[src/rtl/cnn_axi_rd_arbiter.sv]
// Two-requester AXI4 read arbiter: one outstanding burst, round-robin grant, R routed to the granted port.
// Optional: define CNN_ARB_FIXED_PRIO_EN to make port 0 (LCD) win whenever both ports request.
module cnn_axi_rd_arbiter #(
  parameter int unsigned ADDR_WIDTH   = 32,
  parameter int unsigned DATA_WIDTH   = 64,
  parameter int unsigned ID_MAX_WIDTH = 4
) (
  input  logic                    clk,
  input  logic                    rst,
  input  logic [ADDR_WIDTH-1:0]   req0_addr,
  input  logic [3:0]              req0_len,
  input  logic                    req0_valid,
  output logic                    req0_ready,
  input  logic [ADDR_WIDTH-1:0]   req1_addr,
  input  logic [3:0]              req1_len,
  input  logic                    req1_valid,
  output logic                    req1_ready,
  output logic [DATA_WIDTH-1:0]   rsp0_data,
  output logic                    rsp0_valid,
  output logic                    rsp0_last,
  input  logic                    rsp0_ready,
  output logic [DATA_WIDTH-1:0]   rsp1_data,
  output logic                    rsp1_valid,
  output logic                    rsp1_last,
  input  logic                    rsp1_ready,
  output logic [ADDR_WIDTH-1:0]   araddr,
  output logic [3:0]              arlen,
  output logic [ID_MAX_WIDTH-1:0] arid,
  output logic [2:0]              arsize,
  output logic [1:0]              arbrust,
  output logic                    arvalid,
  input  logic                    arready,
  input  logic [ID_MAX_WIDTH-1:0] rid,
  input  logic [DATA_WIDTH-1:0]   rdata,
  input  logic [1:0]              rresp,
  input  logic                    rlast,
  input  logic                    rvalid,
  output logic                    rready,
  output logic                    o_err
);

  localparam int unsigned LEN_WIDTH = 4;
  localparam int unsigned SIZE_VAL  = $clog2(DATA_WIDTH / 8);

  typedef enum logic [1:0] {
    IDLE = 2'd0,
    ADDR = 2'd1,
    DATA = 2'd2
  } state_t;

  state_t                 state, state_nx;
  logic                   grant, grant_nx;
  logic [ADDR_WIDTH-1:0]  araddr_nx;
  logic [LEN_WIDTH-1:0]   arlen_nx;
  logic                   arvalid_nx;
  logic                   req0_ready_nx, req1_ready_nx;
  logic [LEN_WIDTH-1:0]   beat_cnt, beat_cnt_nx;
  logic                   err_nx;
  logic                   any_req;
  logic                   pick;
  logic                   r_hs;
  logic                   beat_err;

  assign any_req = req0_valid || req1_valid;

`ifdef CNN_ARB_FIXED_PRIO_EN
  assign pick = req0_valid ? 1'b0 : 1'b1;
`else
  logic rr_ptr;

  // rr_ptr remembers the last winner; a tie goes to the other port
  assign pick = (req0_valid && req1_valid) ? ~rr_ptr : req1_valid;

  always_ff @(posedge clk) begin
    if (rst) begin
      rr_ptr <= 1'b0;
    end else if (state == IDLE && any_req) begin
      rr_ptr <= pick;
    end
  end
`endif

  assign arsize  = 3'(SIZE_VAL);
  assign arbrust = 2'b01;
  assign arid    = ID_MAX_WIDTH'(grant);

  // R channel is a straight pass-through to the granted requester while in DATA
  assign rready     = (state == DATA) && (grant ? rsp1_ready : rsp0_ready);
  assign rsp0_data  = rdata;
  assign rsp1_data  = rdata;
  assign rsp0_valid = (state == DATA) && !grant && rvalid;
  assign rsp1_valid = (state == DATA) &&  grant && rvalid;
  assign rsp0_last  = (state == DATA) && !grant && rlast;
  assign rsp1_last  = (state == DATA) &&  grant && rlast;

  assign r_hs     = (state == DATA) && rvalid && rready;
  assign beat_err = (rresp != 2'b00) || (rid != arid) ||
                    (rlast && beat_cnt != '0) || (!rlast && beat_cnt == '0);

  always_ff @(posedge clk) begin
    if (rst) begin
      state      <= IDLE;
      grant      <= 1'b0;
      araddr     <= '0;
      arlen      <= '0;
      arvalid    <= 1'b0;
      req0_ready <= 1'b0;
      req1_ready <= 1'b0;
      beat_cnt   <= '0;
      o_err      <= 1'b0;
    end else begin
      state      <= state_nx;
      grant      <= grant_nx;
      araddr     <= araddr_nx;
      arlen      <= arlen_nx;
      arvalid    <= arvalid_nx;
      req0_ready <= req0_ready_nx;
      req1_ready <= req1_ready_nx;
      beat_cnt   <= beat_cnt_nx;
      o_err      <= err_nx;
    end
  end

  always_comb begin
    state_nx      = state;
    grant_nx      = grant;
    araddr_nx     = araddr;
    arlen_nx      = arlen;
    arvalid_nx    = arvalid;
    req0_ready_nx = 1'b0;
    req1_ready_nx = 1'b0;
    beat_cnt_nx   = beat_cnt;
    err_nx        = o_err;

    case (state)
      IDLE: begin
        if (any_req) begin
          grant_nx      = pick;
          araddr_nx     = pick ? req1_addr : req0_addr;
          arlen_nx      = pick ? req1_len  : req0_len;
          arvalid_nx    = 1'b1;
          req0_ready_nx = !pick;
          req1_ready_nx = pick;
          state_nx      = ADDR;
        end
      end
      ADDR: begin
        if (arready) begin
          arvalid_nx  = 1'b0;
          beat_cnt_nx = arlen;
          state_nx    = DATA;
        end
      end
      DATA: begin
        if (r_hs) begin
          beat_cnt_nx = beat_cnt - 4'd1;
          if (beat_err) begin
            err_nx = 1'b1;
          end
          // an exhausted count ends the burst even if the slave never raised rlast
          if (rlast || beat_cnt == '0) begin
            state_nx = IDLE;
          end
        end
      end
      default: begin
        state_nx = IDLE;
      end
    endcase
  end

endmodule

[config.mk]
export PLATFORM = sky130hd
export DESIGN_NAME = cnn_axi_rd_arbiter
export DESIGN_NICKNAME = d
export VERILOG_FILES = /design/src/rtl/cnn_axi_rd_arbiter.sv
export SDC_FILE = /design/constraint.sdc
export NUM_CORES = 1
export LEC_CHECK = 0
export ABC_CLOCK_PERIOD_IN_PS = 2730
export CAP_MARGIN = 25
export CORE_AREA = 2 2 131 133
export DETAILED_ROUTE_END_ITERATION = 16
export DIE_AREA = 0 0 133 135
export SLEW_MARGIN = 20
export SYNTH_ARGS = -nofsm -noshare
export SYNTH_HDL_FRONTEND = slang
export SYNTH_SLANG_ARGS = --single-unit
[constraint.sdc]
create_clock -name clk -period 2.73 [get_ports clk]
set_input_delay 0.546 -clock clk [delete_from_list [all_inputs] [get_ports clk]]
set_output_delay 0.546 -clock clk [all_outputs]
set_load 0.1 [all_outputs]
==> results of run 1 <==
[final timing paths]
check                to      start  cells after the start
max reg2reg  araddr[16]     rr_ptr                      5
max           rsp0_last   state[1]                      5
min reg2reg   araddr[4]  araddr[4]                      2
min           araddr[4]  araddr[4]                      2
[power breakdown]
group          switching, mW  leakage [nW]  internal [mW]  total (mW)
clock network          0.300        0.0838          0.433       0.734
registers             0.0549         0.387          0.753       0.808
logic                  0.656          1.10          0.266       0.923
[metal layers]
| layer | vias up | part of all wire | global-route usage |
|---|---|---|---|
| met1 | 970 | 0.37 | 0.0934 |
| li1 | 1078 | - | - |
| met5 | - | 0 | 0 |
| met3 | 49 | 0.12 | 0.0492 |
| met4 | 0 | 0.063 | 0.0669 |
| met2 | 145 | 0.45 | 0.145 |
[synth_stat cells (2+ instances only)]
library cell	instances
a21oi_1	6
dfxtp_1	47
buf_2	4
o21ai_2	2
nor3_1	2
nor2_1	7
and3_1	2
inv_1	3
a22oi_2	9
nor2b_1	3
o21ai_0	3
nand2_1	79
o211ai_1	2
xnor2_1	2
buf_4	139
conb_1	2
and3_2	2
a22oi_1	27
buf_6	9
nand2b_1	2
nor3b_1	2
[state kept, by name, summed over array words and instances (netlist names)]
| register | count |
|---|---|
| o_err | 1 |
| req1_ready | 1 |
| beat_cnt | 4 |
| req0_ready | 1 |
| araddr | 32 |
| rr_ptr | 1 |
| state | 2 |
| arvalid | 1 |
| arlen | 4 |
[stage by stage]
| stage | power (mW) | std cells | instance area (um2) | hold WS [ns] |
|---|---|---|---|---|
| 4_1_cts | 2.50 | 591 | 3760 | 0.440 |
| 3_3_place_gp | 1.74 | 583 | 3590 | 0.425 |
| 2_1_floorplan | 2.37 | 379 | 3160 | 0.445 |
| 3_5_place_dp | 1.76 | 583 | 3590 | 0.429 |
| 6_report | 2.46 | 591 | 3760 | 0.437 |
| 5_1_grt | 2.57 | 591 | 3760 | 0.462 |
[logic make-up after synthesis]
group	count (synthesis)	synth area share
buf+inv	156	0.379
compound gates	58	0.153
fa+ha+maj	1	0.00399
other cells	2	0.00239
mux	3	0.0104
flops	47	0.300
xor+xnor	2	0.00558
simple gates	104	0.146
[layout by cell type (no fill, tap or decap), drive strengths merged, types with 2 or more instances in the layout]
cell           count
dfxtp             47
buf               51
nor2               7
o21ai              5
a22oi             36
nand2             79
nor3b              2
nor3               3
mux2               2
nor2b              3
clkbuf             5
nand3b             2
nand2b             2
conb               8
inv                3
o211ai             2
a21oi              7
and3               4
clkdlybuf4s50     86
clkinv             2
xnor2              2
[area by class of cell]
type	instances	area, um2
tap	220	275
clock buffer	5	125
clock inverter	3	43.8
multi-input combinational	176	1030
inverter	3	11.3
timing repair buffer	137	1330
fill	1786	12600
sequential	47	941
[worst max-delay path, delay by kind of cell (launching register included)]
family                 cells  cell delay [ns]
DFF                        1             0.57
buffers and inverters      2             0.38
and+or+nand+nor            3             0.44
==> metrics.txt, run 1 <==
VDD IR max=between 200 and 300 uV; Yosys warnings=0; Primary FF master, synth=dfxtp_1; min Tclk post-route=2.24 ns; fin crit share=0.821; Area growth, synth to finish=19.8%; arrival time worst endpoint=approximately 1.7 ns; min setup slack post-route=0.489 ns; crit start category=flop; post-route ant nets=0; RSZ-0062 raised after global routing=no; H-tree lvl count=2; mean number of vias per cell=roughly 3.8; Skew-Pair Late Insertion Delay=around 0.3 ns; CP Cell Sequence=nor2b_1 -> buf_4 -> nand2_1 -> nor2_1 -> buf_12; Max Slew Vio Count=0; number of synthesized flops with an enable pin=0; average size of a mapped cell=8.42 um2; pin count of the biggest net entering global routing=38; Max-Cap Viols=0; Core Util, Final=0.229; worst reg2reg setup slack=1.09 ns; Initial Utilization=0.191; leakage=roughly 1.6 nW; Total GRT Usage=0.0920; Die ar.=approximately 18000 um2; Post-synth ARST share=0; Hold Fails Final Rpt=0; row count=47; Resized cells post-CTS=0; diodes inserted=0; residual DRC count=0; clk_skew=between 0.008 and 0.009 ns; top-area cell type share of the netlist area=0.332; worst slack, placed=between 0.5 and 0.6 ns; setup TNS=0 ns; area leader, netlist=buf_4; Synth area leaders=buf_4 (33%), dfxtp_1 (30%), nand2_1 (9.4%); initial antenna violation count=0; HPWL Detailed=6590 um; Post-CTS Setup Repair Bufs=0; FF+latch count, synth=47; Routed WL per cell=approximately 14 um; Post-Route WL=between 8000 and 9000 um; share of cells above drive strength 1=0.216; fmax=446 MHz; chip height=135 um; Root Driver=clkbuf_16; PwrDens=roughly 660 nW/um2; Clock transition at path regs=around 0.07 ns; number of global-route vias before repair=approximately 2200; grt total ovfl=0; Yosys cell types=40; IO Pins=roughly 330; CP max FO=10; Synth Instances=around 370; CTS tree=built; core region area=around 16000 um2; crit path max-delay cell type=dfxtp_1; Post-layout nets=between 500 and 600; Setup Crit Path Kind=reg -> out; RD Place Congestion=0.714; first-pass iteration count of the detailed router=4; Final setup viols=0; Worst Path Required=about 2.2 ns; die width=around 130 um; CP Capture Type=output pin; port bufs=132; Post-Syn Area=approximately 3100 um2; status=complete, no violations; vias post-DR=between 2000 and 2500; clock sink count=47; Inserted Clock Buffers=5; Max clock buf depth=2; First DRT Iteration DRCs=51; post-synthesis sequential area ratio=0.300; # hold bufs at CTS=0; first-pass GRT wire length=around 12000 um; Max stage delay on crit path=0.57 ns; worst hold-check path type=reg -> reg
(Power assumes the default switching activity.)
==> run 2: changes to the inputs <==
Settings changed: ABC_CLOCK_PERIOD_IN_PS 2730 to 1860.
Clock period 2.73 ns to 1.86 ns, I/O delays scaled along.
==> metrics.txt, run 2 (synthesis results as in run 1) <==
VDD IR max=336 uV (+17%); RSZ-0062 raised after global routing=no; Max stage delay on crit path=0.58 ns (about the same); most crowded layer after global routing=met2; min Tclk post-route=about 1.8 ns; most frequent cells in the layout=clkdlybuf4s50_1 (86), nand2_1 (79), dfxtp_1 (45), buf_12 (30); vias post-DR=2283 (+1.8%); Regs by FF count=araddr: 32 flops, arlen: 4 flops, beat_cnt: 4 flops; RD Place Congestion=0.716 (+0.28%); Die ar.=18000 um2 (unchanged); Initial Utilization=0.191 (unchanged); CP Capture Type=output pin; Hold Fails Final Rpt=0 (unchanged); worst hold-check path type=reg -> reg; initial antenna violation count=1 (+1); Final setup viols=0 (unchanged); Max clock buf depth=2 (unchanged); CTS tree=built; Post-layout nets=528 (+1.1%); commonest non-fill, non-tap cell in the layout=clkdlybuf4s50_1; Setup Crit Path Kind=in -> out; diodes inserted=0 (unchanged); Post-Route WL=8620 um (+2.6%); clk_skew=0.00613 ns (-0.00254 ns); CP top delay family=buffers and inverters; Total GRT Usage=0.0945 (+0.00245); CP max FO=4 (-6); min setup slack post-route=0.0920 ns (-0.397 ns); crit start category=primary input; met1 Usage GRT=0.0933 (about the same); max reg flops=32 (unchanged); CP Cell Sequence=clkdlybuf4s50_1 -> nand3b_4 -> nor2_2 -> buf_12; Root Driver=clkbuf_16; number of global-route vias before repair=2393 (+6.9%); Routed WL per cell=14.5 um (+1.9%); Post-CTS Setup Repair Bufs=0 (unchanged); post-route ant nets=0 (unchanged); Inserted Clock Buffers=5 (unchanged); M3 GR Usage=0.0454 (-0.00375); fillers=1739 (-2.6%); first-pass iteration count of the detailed router=4 (unchanged); Max Slew Vio Count=0 (unchanged); First DRT Iteration DRCs=73 (+43%); core region area=16400 um2 (unchanged); row count=47 (unchanged); port bufs=132 (unchanged); fmax=~570 MHz; first-pass GRT wire length=12800 um (+3.1%); die width=133 um (unchanged); crit path max-delay cell type=clkdlybuf4s50_1; Skew-Pair Late Insertion Delay=0.29 ns (about the same); fin crit share=0.951; H-tree lvl count=2 (unchanged); HPWL Detailed=7110 um (+7.8%); residual DRC count=0 (unchanged); Placed Area=3930 um2 (+9.5%); IO Pins=333 (unchanged); non-filler cells, final=595 (+0.68%); share of cells above drive strength 1=0.240 (+0.0244); placed insts=589 (+1.0%); grt total ovfl=0 (unchanged); Core Util, Final=0.248 (+0.0188); M2 GR Usage=0.157 (+0.0124); PwrDens=878 nW/um2 (+34%); worst path bufs/invs=2 (unchanged); Worst Path Required=1.49 ns (-0.69 ns); worst slack, placed=0.0717 ns (-0.484 ns); leakage=1.66 nW (+5.5%); register with the most flip-flops=araddr; Clock transition at path regs=0.06 ns (about the same); arrival time worst endpoint=1.40 ns (-0.29 ns); chip height=135 um (unchanged); Max-Cap Viols=0 (unchanged); mean number of vias per cell=3.84 (+1.1%); clock sink count=47 (unchanged); Area growth, synth to finish=29.7%; pin count of the biggest net entering global routing=24 (-37%); Finished Cell Area=4070 um2 (+8.2%); status=complete, no violations
run 2: metrics by stage:
stage	setup TNS [ns]	hold slack, ns	power (mW)
floorplan	-0.0855	0.445	3.48
global placement	0	0.428	2.72
detailed placement	0	0.430	2.74
CTS	0	0.439	3.64
global route	0	0.461	3.74
finish	0	0.434	3.57
run 2: layout make-up:
type,instances,area [um2],share of cell area
inverter,3,11.3,0.00277
multi-input combinational,176,1050,0.257
tap,220,275,0.0676
timing repair buffer,143,1660,0.409
sequential,47,943,0.232
clock buffer,6,129,0.0317
run 2: metal layers:
layer | vias to the layer above | routed length [um]
met5 | - | 12
met4 | 2 | 523
met3 | 60 | 949
met2 | 151 | 4070
met1 | 991 | 3060
li1 | 1079 | -
run 2: final timing paths:
check	slack (ns)	cells past startpoint	to	start
min reg2reg	0.43	2	araddr[1]	araddr[1]
max	0.09	4	rsp0_valid	rvalid
min	0.43	2	araddr[1]	araddr[1]
max reg2reg	0.39	5	arlen[1]	state[0]
run 2: worst register-to-register path, stage by stage (launching register included):
cell and delay (ns):
dfxtp_1 0.55, nor3_2 0.09, and3_2 0.25, buf_12 0.17, a22oi_1 0.23, nand2_1 0.07
run 2: power breakdown:
part	total (mW)	switching, mW	internal [mW]
Sequential	1.20	0.0964	1.11
Combinational	1.50	0.978	0.523
Clock	0.869	0.384	0.485
Total	3.57	1.46	2.12
run 2: repair_timing:
action,CTS,global route
gates resized for setup,2,2
endpoints found under the setup margin,1,3
endpoints found under the hold margin,0,0
gates cloned,0,0
hold buffers,0,0
